--- config.mk ---
export PLATFORM = sky130hd
export DESIGN_NAME = sprite_row_fetcher
export DESIGN_NICKNAME = d
export VERILOG_FILES = /design/src/rtl/sprite_row_fetcher.sv
export SDC_FILE = /design/constraint.sdc
export NUM_CORES = 1
export LEC_CHECK = 0
export ABC_AREA = 1
export CAP_MARGIN = 20
export CORE_UTILIZATION = 30
export DETAILED_ROUTE_END_ITERATION = 7
export PLACE_DENSITY = 0.42
export RECOVER_POWER = 100
export SETUP_SLACK_MARGIN = 0.5
export SYNTH_ARGS = -nofsm -noshare
export SYNTH_HDL_FRONTEND = slang
export SYNTH_SLANG_ARGS = --single-unit
--- constraint.sdc ---
create_clock -name Clk -period 3 [get_ports Clk]
set_clock_uncertainty 0.15 [all_clocks]
set_input_delay 0.45 -clock Clk [delete_from_list [all_inputs] [get_ports Clk]]
set_output_delay 0.45 -clock Clk [all_outputs]
set_load 0.05 [all_outputs]
--- src/rtl/sprite_row_fetcher.sv ---
// Purpose : fetches one SPR_W-pixel line of a sprite frame from the sheet ROM into a
//           double-buffered line buffer (optional horizontal flip) for the compositor.
// Latency : start sampled at E0 -> done pulse in the cycle after E(SPR_W+1); rd_pixel 1 cycle after rd_x.
// Backpr. : none; start is only taken in IDLE (ignored while busy), bad frame -> err pulse.
// Ports   : Clk/Reset_n (async active-low); start/frame_idx/row/flip request a line;
//           busy/done/err status; R_ADDR/data_In ROM read port (1-cycle registered ROM);
//           rd_x -> rd_pixel/rd_opaque compositor read of the front bank.
module sprite_row_fetcher #(
  parameter int          SHEET_W    = 256,
  parameter int          SPR_W      = 32,
  parameter int          SPR_H      = 32,
  parameter int          NUM_FRAMES = 48,
  parameter int          ADDR_W     = 20,
  parameter logic [7:0]  TRANSP     = 8'h00
) (
  input  logic                       Clk,
  input  logic                       Reset_n,
  input  logic                       start,
  input  logic [5:0]                 frame_idx,
  input  logic [$clog2(SPR_H)-1:0]   row,
  input  logic                       flip,
  output logic                       busy,
  output logic                       done,
  output logic                       err,
  output logic [ADDR_W-1:0]          R_ADDR,
  input  logic [7:0]                 data_In,
  input  logic [$clog2(SPR_W)-1:0]   rd_x,
  output logic [7:0]                 rd_pixel,
  output logic                       rd_opaque
);

  localparam int X_W      = $clog2(SPR_W);
  localparam int SPRH_LG  = $clog2(SPR_H);
  localparam int SHEET_LG = $clog2(SHEET_W);
  localparam int FPR      = SHEET_W / SPR_W;   // frames per sheet row
  localparam int FPR_LG   = $clog2(FPR);

  localparam logic [6:0]   NF        = 7'(NUM_FRAMES);
  localparam logic [X_W:0] LAST_STEP = (X_W+1)'(SPR_W - 2);
  localparam logic [X_W:0] SWAP_CNT  = (X_W+1)'(SPR_W);

  typedef enum logic [1:0] {IDLE, FETCH, DRAIN} state_t;

  state_t state, state_nxt;

  // cnt counts edges since the accepting edge: an edge seen with cnt=c is E(c+1).
  logic [X_W:0]       cnt;
  logic [ADDR_W-1:0]  base_q;
  logic               flip_q;
  logic               front;
  logic [7:0]         buf_mem [2*SPR_W];

  logic               acc, rej, step, wr_en, swap;
  logic [ADDR_W-1:0]  fx_a, fy_a, base_in;
  logic [X_W-1:0]     wk, wr_idx;

  // Power-of-two geometry: every product is a shift and every sum of disjoint
  // bit fields is an OR.
  assign fx_a    = ADDR_W'(frame_idx) & ADDR_W'(FPR - 1);
  assign fy_a    = ADDR_W'(frame_idx) >> FPR_LG;
  assign base_in = (((fy_a << SPRH_LG) | ADDR_W'(row)) << SHEET_LG) | (fx_a << X_W);

  // Data returning at E(k+2) belongs to column k = cnt-1 (wraps to SPR_W-1 at the swap edge).
  assign wk     = cnt[X_W-1:0] - X_W'(1);
  assign wr_idx = flip_q ? ~wk : wk;

  always_ff @(posedge Clk or negedge Reset_n) begin
    if (!Reset_n) state <= IDLE;
    else          state <= state_nxt;
  end

  always_comb begin
    state_nxt = state;
    acc       = 1'b0;
    rej       = 1'b0;
    step      = 1'b0;
    wr_en     = 1'b0;
    swap      = 1'b0;
    case (state)
      IDLE: begin
        if (start) begin
          if ({1'b0, frame_idx} < NF) begin
            acc       = 1'b1;
            state_nxt = FETCH;
          end else begin
            rej = 1'b1;
          end
        end
      end
      FETCH: begin
        step  = 1'b1;
        wr_en = (cnt != '0);
        if (cnt == LAST_STEP) state_nxt = DRAIN;
      end
      DRAIN: begin
        // Two more ROM words are still in flight after the last address.
        wr_en = 1'b1;
        if (cnt == SWAP_CNT) begin
          swap      = 1'b1;
          state_nxt = IDLE;
        end
      end
      default: state_nxt = IDLE;
    endcase
  end

  always_ff @(posedge Clk or negedge Reset_n) begin
    if (!Reset_n) begin
      cnt       <= '0;
      base_q    <= '0;
      flip_q    <= 1'b0;
      R_ADDR    <= '0;
      busy      <= 1'b0;
      done      <= 1'b0;
      err       <= 1'b0;
      front     <= 1'b0;
      rd_pixel  <= 8'h00;
      rd_opaque <= 1'b0;
    end else begin
      done <= swap;
      err  <= rej;
      if (acc) begin
        base_q <= base_in;
        flip_q <= flip;
        R_ADDR <= base_in;
        busy   <= 1'b1;
        cnt    <= '0;
      end else if (state != IDLE) begin
        cnt <= cnt + 1'b1;
      end
      if (step) R_ADDR <= base_q + ADDR_W'(cnt) + ADDR_W'(1);
      if (swap) begin
        front <= ~front;
        busy  <= 1'b0;
      end
      // Read uses the pre-swap front value on the swap edge.
      rd_pixel  <= buf_mem[{front, rd_x}];
      rd_opaque <= (buf_mem[{front, rd_x}] != TRANSP);
    end
  end

  // Only the back bank is ever written, so the compositor never sees a partial line.
  always_ff @(posedge Clk) begin
    if (wr_en) buf_mem[{~front, wr_idx}] <= data_In;
  end

endmodule

After elaboration in Yosys (flattened, before gate mapping). Memories as Yosys holds them, arrays and structs flattened. Cells that the tools add are included.

Flip-flop bits (word level): 62. RAM bits: 512. Input port bits: 28. Logic and storage cells: 61. Memories: 1.

Memories: buf_mem (depth 64, width 8, rd ports 1, clocked after memory_dff 0, wr ports 1, RTL line 51) `logic [7:0] buf_mem [2*SPR_W];`.

Add/subtract/negate cells: 4. $lt $le $gt $ge: 1. Eq/ne operators: 8. Multiplexer cells: 24. Bitwise operators: 4. Reduce and logical (&&, ||, !) cells: 8.

Operator list (count): 2-to-1 mux 20 bit (2); adder 20 x 1 -> 20 bit (second input constant) (1); adder 20 x 6 -> 20 bit (1); bitwise OR 16 x 8 -> 16 bit (1); 2-to-1 mux 1 bit (13); 2-to-1 mux 6 bit (2); 2-to-1 mux 2 bit (4); != test 2 bit (second input constant) (4); bitwise OR 8 x 5 -> 8 bit (1); nonzero test 2 bit (4); nonzero test 8 bit (1); adder 6 x 1 -> 6 bit (second input constant) (1); equality test 6 x 5 -> 1 bit (second input constant) (1); equality test 6 bit (second input constant) (1); < comparator 6 bit (second input constant) (1); case mux 2 bit (3 select lines) (1); nonzero test 6 bit (1); 2-to-1 mux 5 bit (1); NOT 5 bit (1); subtractor 5 x 1 -> 5 bit (second input constant) (1); AND reduction 4 bit (1); equality test 2 x 1 -> 1 bit (second input constant) (1); equality test 2 bit (second input constant) (1); logical NOT 2 bit (1); other kinds (2) (2).

Depth between registers and ports, before layout. Gate-level depths: netlist of the first run.

Depth after elaboration: 6. Mapped depth: 16. Mapped depth without buffers: 13.

Worst setup path before layout of the first run. Ideal clock, no wire load.

Path kind: reg-to-reg. Start point: register cnt[0]. End point: memory buf_mem[18][0], enable pin. Arrival: 1.940 ns. Setup slack: 0.539 ns. Cell stages (with the launch flop): 10. Buffers on the path: 0. Clock period less this slack: 2.461 ns. Cells stage by stage: dfrtp_1 -> inv_1 -> ha_1 -> xor2_1 -> or2_2 -> nand2_1 -> inv_1 -> nor2_1 -> nand2_1 -> nor2_1.

Cells in the longest elaborated chain, start to end: 4. Elaborated cells between the ends (all ways): 7. Classes of those cells: add/sub (1); mux (4); bitwise (1); reduce/logical (1).

Ends and longest elaborated chain: start, declared (RTL line 47) `logic [X_W:0] cnt;`; start signal, assigned (RTL line 129) `cnt <= cnt + 1'b1;`; parallel branches: the longest is 4 deep, another holds subtractor 5 x 1 -> 5 bit; end, declared (RTL line 51).

Several ways; the timed one is not identified.

Final worst setup path of the first run.
Start point: register cnt[0]. End point: memory buf_mem[10][4], enable pin.

Same word-level chain as after synthesis.

==> run_results.csv, run 1 <==
group,metric,value,unit
routing,vias,15600,
clocking,clockBufferDepth,3,
timing,fin_crit_sh,86.2,%
setup_path,start_kind,"flip-flop",
yosys,synthTopCellsByCount,"nand2_1, edfxtp_1, nand3_1",
global_route,grt_pass1_vias,15400,
clocking,cts_tree,"yes",
cells_and_area,final_cells,3287,
die,rows,102,
clocking,root_buffer,"clkbuf_16",
routing,wl,68200,µm
yosys,netlist.area_leader.share,65.6,%
setup_path,worstPathMaxFanout,8,
yosys,yosysMostFrequentCell,"nand2_1",
clocking,cts_buffers,61,
global_route,antenna_found_initial,2,
status,outcome,"finished, violations left",
yosys,avgSynthCellArea,11.3,µm²
setup_path,cp_cell_sequence,"inv_1 -> ha_1 -> nand2_1 -> xor2_1 -> buf_4 -> nor2_1 -> nand2_1 -> clkbuf_1 -> nor2_1 -> clkbuf_2",
power,pwr_density_cell,760,mW/mm²
power,switching_share,30.3,%
cells_and_area,drive_gt1_share,10.6,%
die,core_area,0.0773,mm²
status,violations,"max-capacitance violations, max-slew violations",
setup_path,worstPathRequired,3.16,ns
yosys,synth.yosys.seq_area_share,70.9,%
setup_path,end_kind,"flip-flop",
timing,max_slew_margin,-29.3,%
clocking,clkTransAtPathRegs,0.07,ns
global_route,grt_use_total,17.3,%
die,fp.dieW,282,µm
clocking,clk_latency,0.63,ns
yosys,synth_edf_count,512,
setup_path,max_stage_delay,0.38,ns
place,io_buffer_count,56,
timing,rsz0062_at_grt,"true",
routing,drtPass1Iterations,6,
yosys,syn_area,0.0234,mm²
cells_and_area,fillCellCount,7740,
setup_path,cp_slowest_cell,"dfrtp_1",
timing,hold_viol,0,
flow_run,maxCapViolCount,8,
power,p_leak,10.2,nW
die,die_area,0.0793,mm²
die,boundaryPins,60,
routing,ant_nets,0,
power,p_clk_share,36.4,%
timing,clock.fmax,0.387,GHz
cells_and_area,area_growth,17.7,%
timing,maxSlewViolCount,456,
place,dp_hpwl,41200,µm
yosys,synth_cells,2073,
setup_path,crit_type,"reg2reg",
yosys,synth_cell_types,34,
clocking,h-tree-depth,2,
cells_and_area,antenna_cells,0,
yosys,yosysTopAreaCell,"edfxtp_1",
yosys,async_flop_share,8.90,%
power,power_frac_comb,19.0,%
yosys,ys_warn_count,0,
timing,setup_viol,0,
setup_path,crit_arrival,2.75,ns
die,initial_utilization,30.3,%
global_route,gr-total-overflow,0,
cells_and_area,utilization,35.7,%
power,max-vdd-ir-drop,0.417,mV
routing,vias_per_cell,4.74,
power,switchingPower,6.36,mW
timing,fin_setup_tns,0,ns
yosys,synthFlopType,"edfxtp_1",
cells_and_area,nNetsFinal,2231,
routing,drtIter0Drc,1121,
power,p_int,14.6,mW
place,dp_cells,3165,
routing,drc,0,
yosys,ys_top_cells_by_area,"edfxtp_1, nand2_1, nand3_1",
die,die_y,282,µm
place,gp_congestion,0.901,
worst_hold_path,hold_path_class,"in2reg",
yosys,synth_seq_cells,562,
timing,finalCriticalPeriod,2.59,ns
clocking,cts_sinks,562,
global_route,grt_start_max_net_pins,89,
timing,tightestPinTransition,1.94,ns
power,power_frac_seq,44.6,%
routing,wire_per_inst,20.7,µm
global_route,grt_pass1_wl,102000,µm
==> stage by stage <==
step                total power, mW  worst slack, ns  hold WS (ns)  area [µm²]
floorplan                      11.7            0.539       0.00441       23400
global placement               13.5            0.343         0.326       25700
detailed placement             13.5            0.334         0.330       25700
CTS                            21.2            0.501         0.157       27700
global route                   21.8            0.244         0.223       27600
finish                         21.0            0.414         0.219       27600
==> placed cells by master (no fill, tap or decap), types with 2 or more instances in the layout <==
| cell | Yosys | layout |
|---|---|---|
| nor2_1 | 83 | 80 |
| nand3_1 | 446 | 444 |
| inv_1 | 30 | 27 |
| clkbuf_16 | 0 | 63 |
| conb_1 | 1 | 3 |
| nand2_2 | 3 | 4 |
| edfxtp_1 | 512 | 512 |
| o211ai_1 | 2 | 2 |
| nor3_1 | 2 | 2 |
| clkinv_1 | 0 | 20 |
| bufinv_16 | 0 | 8 |
| ha_1 | 8 | 8 |
| o22ai_1 | 5 | 5 |
| dlygate4sd3_1 | 0 | 22 |
| inv_6 | 0 | 2 |
| nand3_2 | 1 | 3 |
| clkbuf_1 | 15 | 26 |
| dfrtp_1 | 50 | 49 |
| buf_4 | 12 | 80 |
| o21ai_0 | 23 | 23 |
| dlygate4sd2_1 | 0 | 7 |
| nor3_2 | 2 | 2 |
| inv_2 | 10 | 11 |
| xor2_1 | 13 | 12 |
| buf_6 | 21 | 6 |
| clkbuf_2 | 0 | 13 |
| buf_2 | 59 | 7 |
| xnor2_1 | 2 | 2 |
| nand4_1 | 6 | 6 |
| nand2_1 | 730 | 729 |
| clkdlybuf4s50_1 | 0 | 14 |
| a31oi_1 | 3 | 3 |
| a21oi_1 | 10 | 11 |
| buf_12 | 0 | 14 |
| clkinv_2 | 0 | 10 |
| nor2_2 | 3 | 6 |
==> logic make-up (layout without fill, tap and decap cells) <==
| kind of cell | count (synthesis) | after routing | synth area share, % |
|---|---|---|---|
| simple gates | 1278 | 1278 | 23.1 |
| xor+xnor | 15 | 15 | 0.560 |
| fa+ha+maj | 8 | 8 | 0.427 |
| flops | 562 | 562 | 70.9 |
| buf+inv | 163 | 335 | 3.85 |
| other cells | 1 | 3 | 0.0160 |
| compound gates | 46 | 46 | 1.11 |
==> area by class of cell <==
type / count / area (µm²) / area share [%]
clock inverters: 40 / 387 / 1.40
well taps: 1040 / 1300 / 4.72
repair buffers: 179 / 1540 / 5.60
clock buffers: 75 / 1620 / 5.88
flip-flops and latches: 562 / 16600 / 60.3
multi-input cells: 1350 / 5940 / 21.5
inverters: 41 / 164 / 0.594
==> what timing repair did <==
action	in CTS	in global routing
setup endpoints to repair	458	512
gates resized for setup	14	22
hold endpoints to repair	23	0
hold buffers	1	0
pin swaps	0	3
buffers inserted	1	5
==> per-layer routing <==
| layer | vias to the layer above | track usage, % | routed length, µm |
|---|---|---|---|
| met4 | 0 | 3.57 | 1040 |
| met5 | - | 0 | 0 |
| met1 | 7784 | 25.1 | 32700 |
| met3 | 66 | 2.39 | 2810 |
| li1 | 7426 | - | - |
| met2 | 300 | 27.7 | 31600 |
==> final timing paths <==
kind	startpoint	endpoint	slack (ns)	cells past startpoint
max	cnt[0]	buf_mem[10][4]	0.41	10
min	flip	flip_q	0.22	3
max reg2reg	cnt[0]	buf_mem[10][4]	0.41	10
min reg2reg	R_ADDR[4]	R_ADDR[4]	0.34	2
max in group asynchronous	Reset_n	cnt[2]	0.70	3
min in group asynchronous	Reset_n	err	0.50	2
==> power groups by stage <==
stage	clock (mW)	combinational [mW]	sequential [mW]
detailed placement	0	4.03	9.50
CTS	7.80	4.07	9.34
finish	7.63	4.00	9.35
global placement	0	4.05	9.50
floorplan	0	1.87	9.88
global route	8.05	4.37	9.39
==> state kept, by name, indices dropped and copies added, names as in the netlist <==
name and flops:
front 1, rd_pixel 8, done 1, cnt 6, busy 1, state 2, buf_mem 512, R_ADDR 17
flip_q 1, base_q 11, err 1, rd_opaque 1
==> worst max-delay path, delay by kind of cell, from the launching register on <==
| family | cells | cell delay [ns] |
|---|---|---|
| adder cells (fa/ha/maj) | 1 | 0.21 |
| XOR/XNOR | 1 | 0.16 |
| flip-flops | 1 | 0.38 |
| buffers and inverters | 4 | 0.80 |
| AND/OR/NAND/NOR | 4 | 0.54 |
Power figures use the tool's default switching activity.
==> inputs of run 2 (changes only) <==
--- a/config.mk
+++ b/config.mk
@@ -5,9 +5,9 @@
 export SDC_FILE = /design/constraint.sdc
 export NUM_CORES = 1
 export LEC_CHECK = 0
-export ABC_AREA = 1
 export CAP_MARGIN = 20
 export CORE_UTILIZATION = 30
+export CTS_BUF_LIST = sky130_fd_sc_hd__clkbuf_2 sky130_fd_sc_hd__clkbuf_4 sky130_fd_sc_hd__clkbuf_8
 export DETAILED_ROUTE_END_ITERATION = 7
 export PLACE_DENSITY = 0.42
 export RECOVER_POWER = 100
==> run 2 against run 1 <==
Against the previous run:
- the run ends with design-rule violations, max-capacitance violations, max-slew violations left
- power down 2.9%
- synthesized cell count down 45%
- maximum frequency down 2.5%
- routed wire length down 14%
- count of clock-buffer cells in the layout up 56
- register-to-register slack worse by 0.07 ns
- via count down 23%
==> run_results.csv, run 2 <==
group,metric,value,unit
yosys,syn_area,0.0223,mm²
setup_path,cpLargestDelayFamily,"multiplexers",
timing,fin_ws,0.346,ns
global_route,grt_pass1_vias,12700,
yosys,synth_compound_gate_area_share,2.34,%
flow_run,maxCapViolCount,6,
timing,finalCriticalPeriod,2.65,ns
timing,maxSlewViolCount,210,
clocking,root_buffer,"clkbuf_8",
setup_path,cp_cell_sequence,"mux4_2 -> mux4_2 -> a2111oi_1 -> o221ai_2 -> buf_4 -> buf_6",
cells_and_area,utilization,38.1,%
setup_path,cp_slowest_cell,"mux4_2",
global_route,grt_use_total,16.1,%
global_route,gr-total-overflow,0,
die,boundaryPins,60,
power,max-vdd-ir-drop,0.404,mV
die,initial_utilization,30.4,%
yosys,ys_top_cells_by_area,"edfxtp_1, mux4_2, dfrtp_1",
yosys,synth.yosys.seq_area_share,74.5,%
die,core_area,0.0733,mm²
power,switchingPower,6.03,mW
power,switching_share,29.6,%
routing,ant_nets,0,
power,p_total,20.4,mW
setup_path,end_kind,"flip-flop",
yosys,yosys.area_share.adder,0.449,%
power,p_clk_share,33.4,%
setup_path,critical_path.most_common_cell,"mux4_2",
global_route,grt_start_max_net_pins,65,
clocking,clk_latency,0.69,ns
clocking,cts_sinks,562,
status,violations,"design-rule violations, max-capacitance violations, max-slew violations",
cells_and_area,top_regs,"buf_mem (512), R_ADDR (17), base_q (11)",
routing,vias_per_cell,4.84,
die,die_y,275,µm
yosys,ys_warn_count,0,
yosys,synth_simple_gate_area_share,4.73,%
place,gp_congestion,0.783,
die,die_area,0.0755,mm²
yosys,synth_edf_count,512,
yosys,muxShareOfSynthArea,15.4,%
cells_and_area,largest_reg_flops,512,
yosys,netlist.area_leader.share,68.9,%
clocking,cts_tree,"yes",
cells_and_area,final_cells,2470,
setup_path,crit_type,"reg2reg",
cells_and_area,final_cell_area,0.0279,mm²
place,dp_cells,2238,
routing,drtPass1Iterations,7,
timing,fin_crit_sh,88.5,%
die,rows,99,
power,power_frac_seq,45.3,%
place,dp_slack,-0.309,ns
clocking,h-tree-depth,3,
yosys,synth_seq_cells,562,
power,p_leak,9.32,nW
setup_path,worstPathRequired,3.42,ns
cells_and_area,final_common_cell,"edfxtp_1",
timing,clock.fmax,0.377,GHz
global_route,grt_pass1_wl,87900,µm
timing,max_slew_margin,-63.1,%
cells_and_area,mostFrequentLayoutCells,"edfxtp_1, mux4_2, clkbuf_8, buf_4, nand2_1",
place,place_area,0.0250,mm²
clocking,clkTransAtPathRegs,0.06,ns
cells_and_area,area_growth,25.1,%
timing,setup_viol,0,
yosys,synthTopCellsByCount,"edfxtp_1, mux4_2, nor2_1",
yosys,yosysTopAreaCell,"edfxtp_1",
yosys,synth_cells,1150,
routing,drtIter0Drc,804,
cells_and_area,drive_gt1_share,34.7,%
yosys,avgSynthCellArea,19.4,µm²
routing,wire_per_inst,23.9,µm
power,power_frac_comb,21.3,%
yosys,synth_cell_types,46,
routing,drc,5,
yosys,synth_xor_xnor_area_share,0.903,%
power,p_int,14.3,mW
timing,rsz0062_at_grt,"true",
cells_and_area,top_register,"buf_mem",
place,dp_hpwl,38500,µm
setup_path,max_stage_delay,0.58,ns
worst_hold_path,hold_path_class,"in2reg",
power,pwr_density_cell,729,mW/mm²
yosys,synth_top_family_by_area,"multiplexers",
timing,tightestPinTransition,2.45,ns
routing,vias,12000,
yosys,synthFlopType,"edfxtp_1",
timing,hold_viol,0,
clocking,clockBufferDepth,3,
setup_path,path_buf_inv,2,
die,fp.dieW,275,µm
clocking,cts_buffers,96,
status,outcome,"finished, violations left",
global_route,antenna_found_initial,1,
setup_path,crit_arrival,3.08,ns
place,io_buffer_count,56,
setup_path,worstPathMaxFanout,2,
setup_path,start_kind,"flip-flop",
yosys,async_flop_share,8.90,%
yosys,yosysMostFrequentCell,"edfxtp_1",
cells_and_area,nNetsFinal,1466,
routing,wl,59000,µm
==> run 2: cell types whose count changed after synthesis, moves of 11 or more <==
cell      change
nand2_1     -649
nand3_1     -424
mux4_2      +141
buf_2        -43
inv_1        -20
mux2i_1      +17
buf_6        -14
o21ai_0      -12
clkbuf_1     +11
==> run 2: final cells by class <==
class | count | area (µm²)
Timing Repair Buffer | 242 | 2490
Clock buffer | 131 | 1610
Antenna cell | 1 | 2.50
Clock inverter | 47 | 277
Fill cell | 6786 | 45400
Multi-Input combinational cell | 518 | 5670
Tap cell | 959 | 1200
Inverter | 10 | 37.5
Sequential cell | 562 | 16600
==> run 2: per-stage QoR <==
stage / setup TNS [ns] / hold WS [ns]
after floorplan: 0 / 0.00441
after global placement: -17.61 / 0.322
after detailed placement: -11.15 / 0.323
after CTS: 0 / 0.127
after global routing: 0 / 0.153
final: 0 / 0.199
==> run 2: worst register-to-register path: cells and delay by family (launching register included) <==
kind	cells	cell delay, ns
mux	2	1.09
compound gates	2	0.68
flops	1	0.38
buf+inv	2	0.28
==> run 2: logic make-up (layout without fill, tap and decap cells) <==
family | count (synthesis) | in the layout
other | 1 | 4
xor gates and xnor gates | 23 | 23
DFF | 562 | 562
and+or+nand+nor | 240 | 240
buffers and inverters | 72 | 430
adders and majority gates | 8 | 8
AOI/OAI and AO/OA | 78 | 78
muxes | 166 | 166
==> run 2: power groups by stage <==
stage	combinational [mW]	clock [mW]	sequential [mW]
after global routing	4.66	7.33	9.28
after floorplan	1.73	0	9.79
after detailed placement	3.90	0	9.39
final	4.34	6.79	9.23
after global placement	3.91	0	9.38
after CTS	4.52	7.02	9.23
==> run 2: routing by layer <==
| layer | track usage (%) | routed length [µm] | part of all wire (%) |
|---|---|---|---|
| met4 | 4.93 | 1470 | 2.5 |
| met1 | 22.3 | 26700 | 45 |
| met2 | 25.4 | 28000 | 48 |
| met5 | 0 | 0 | 0 |
| met3 | 3.22 | 2790 | 4.7 |
==> run 2: final timing paths <==
check                          startpoint          end  slack (ns)  cells past startpoint
setup / recovery           buf_mem[27][1]  rd_pixel[1]        0.35                      6
hold / removal                     row[0]    base_q[8]        0.20                      3
setup reg to reg           buf_mem[27][1]  rd_pixel[1]        0.35                      6
hold reg to reg                 base_q[5]    base_q[5]        0.33                      1
max in group asynchronous         Reset_n   base_q[15]        0.89                      3
min in group asynchronous         Reset_n   base_q[13]        0.49                      2
==> run 2: repair_timing <==
action                                 CTS  global route
pin swaps                               46             9
setup buffers                           49             3
gates cloned                             0             0
hold buffers                             1             0
setup endpoints to repair              530           518
endpoints found under the hold margin   23             0
resized for setup                      170            24
==> inputs of run 3 (changes only) <==
--- a/config.mk
+++ b/config.mk
@@ -8,6 +8,7 @@
 export CAP_MARGIN = 20
 export CORE_UTILIZATION = 30
 export CTS_BUF_LIST = sky130_fd_sc_hd__clkbuf_2 sky130_fd_sc_hd__clkbuf_4 sky130_fd_sc_hd__clkbuf_8
+export CTS_CLUSTER_DIAMETER = 120
 export DETAILED_ROUTE_END_ITERATION = 7
 export PLACE_DENSITY = 0.42
 export RECOVER_POWER = 100
==> results of run 3 <==
No change in the layout: final DEF, timing and power equal those of run 2.
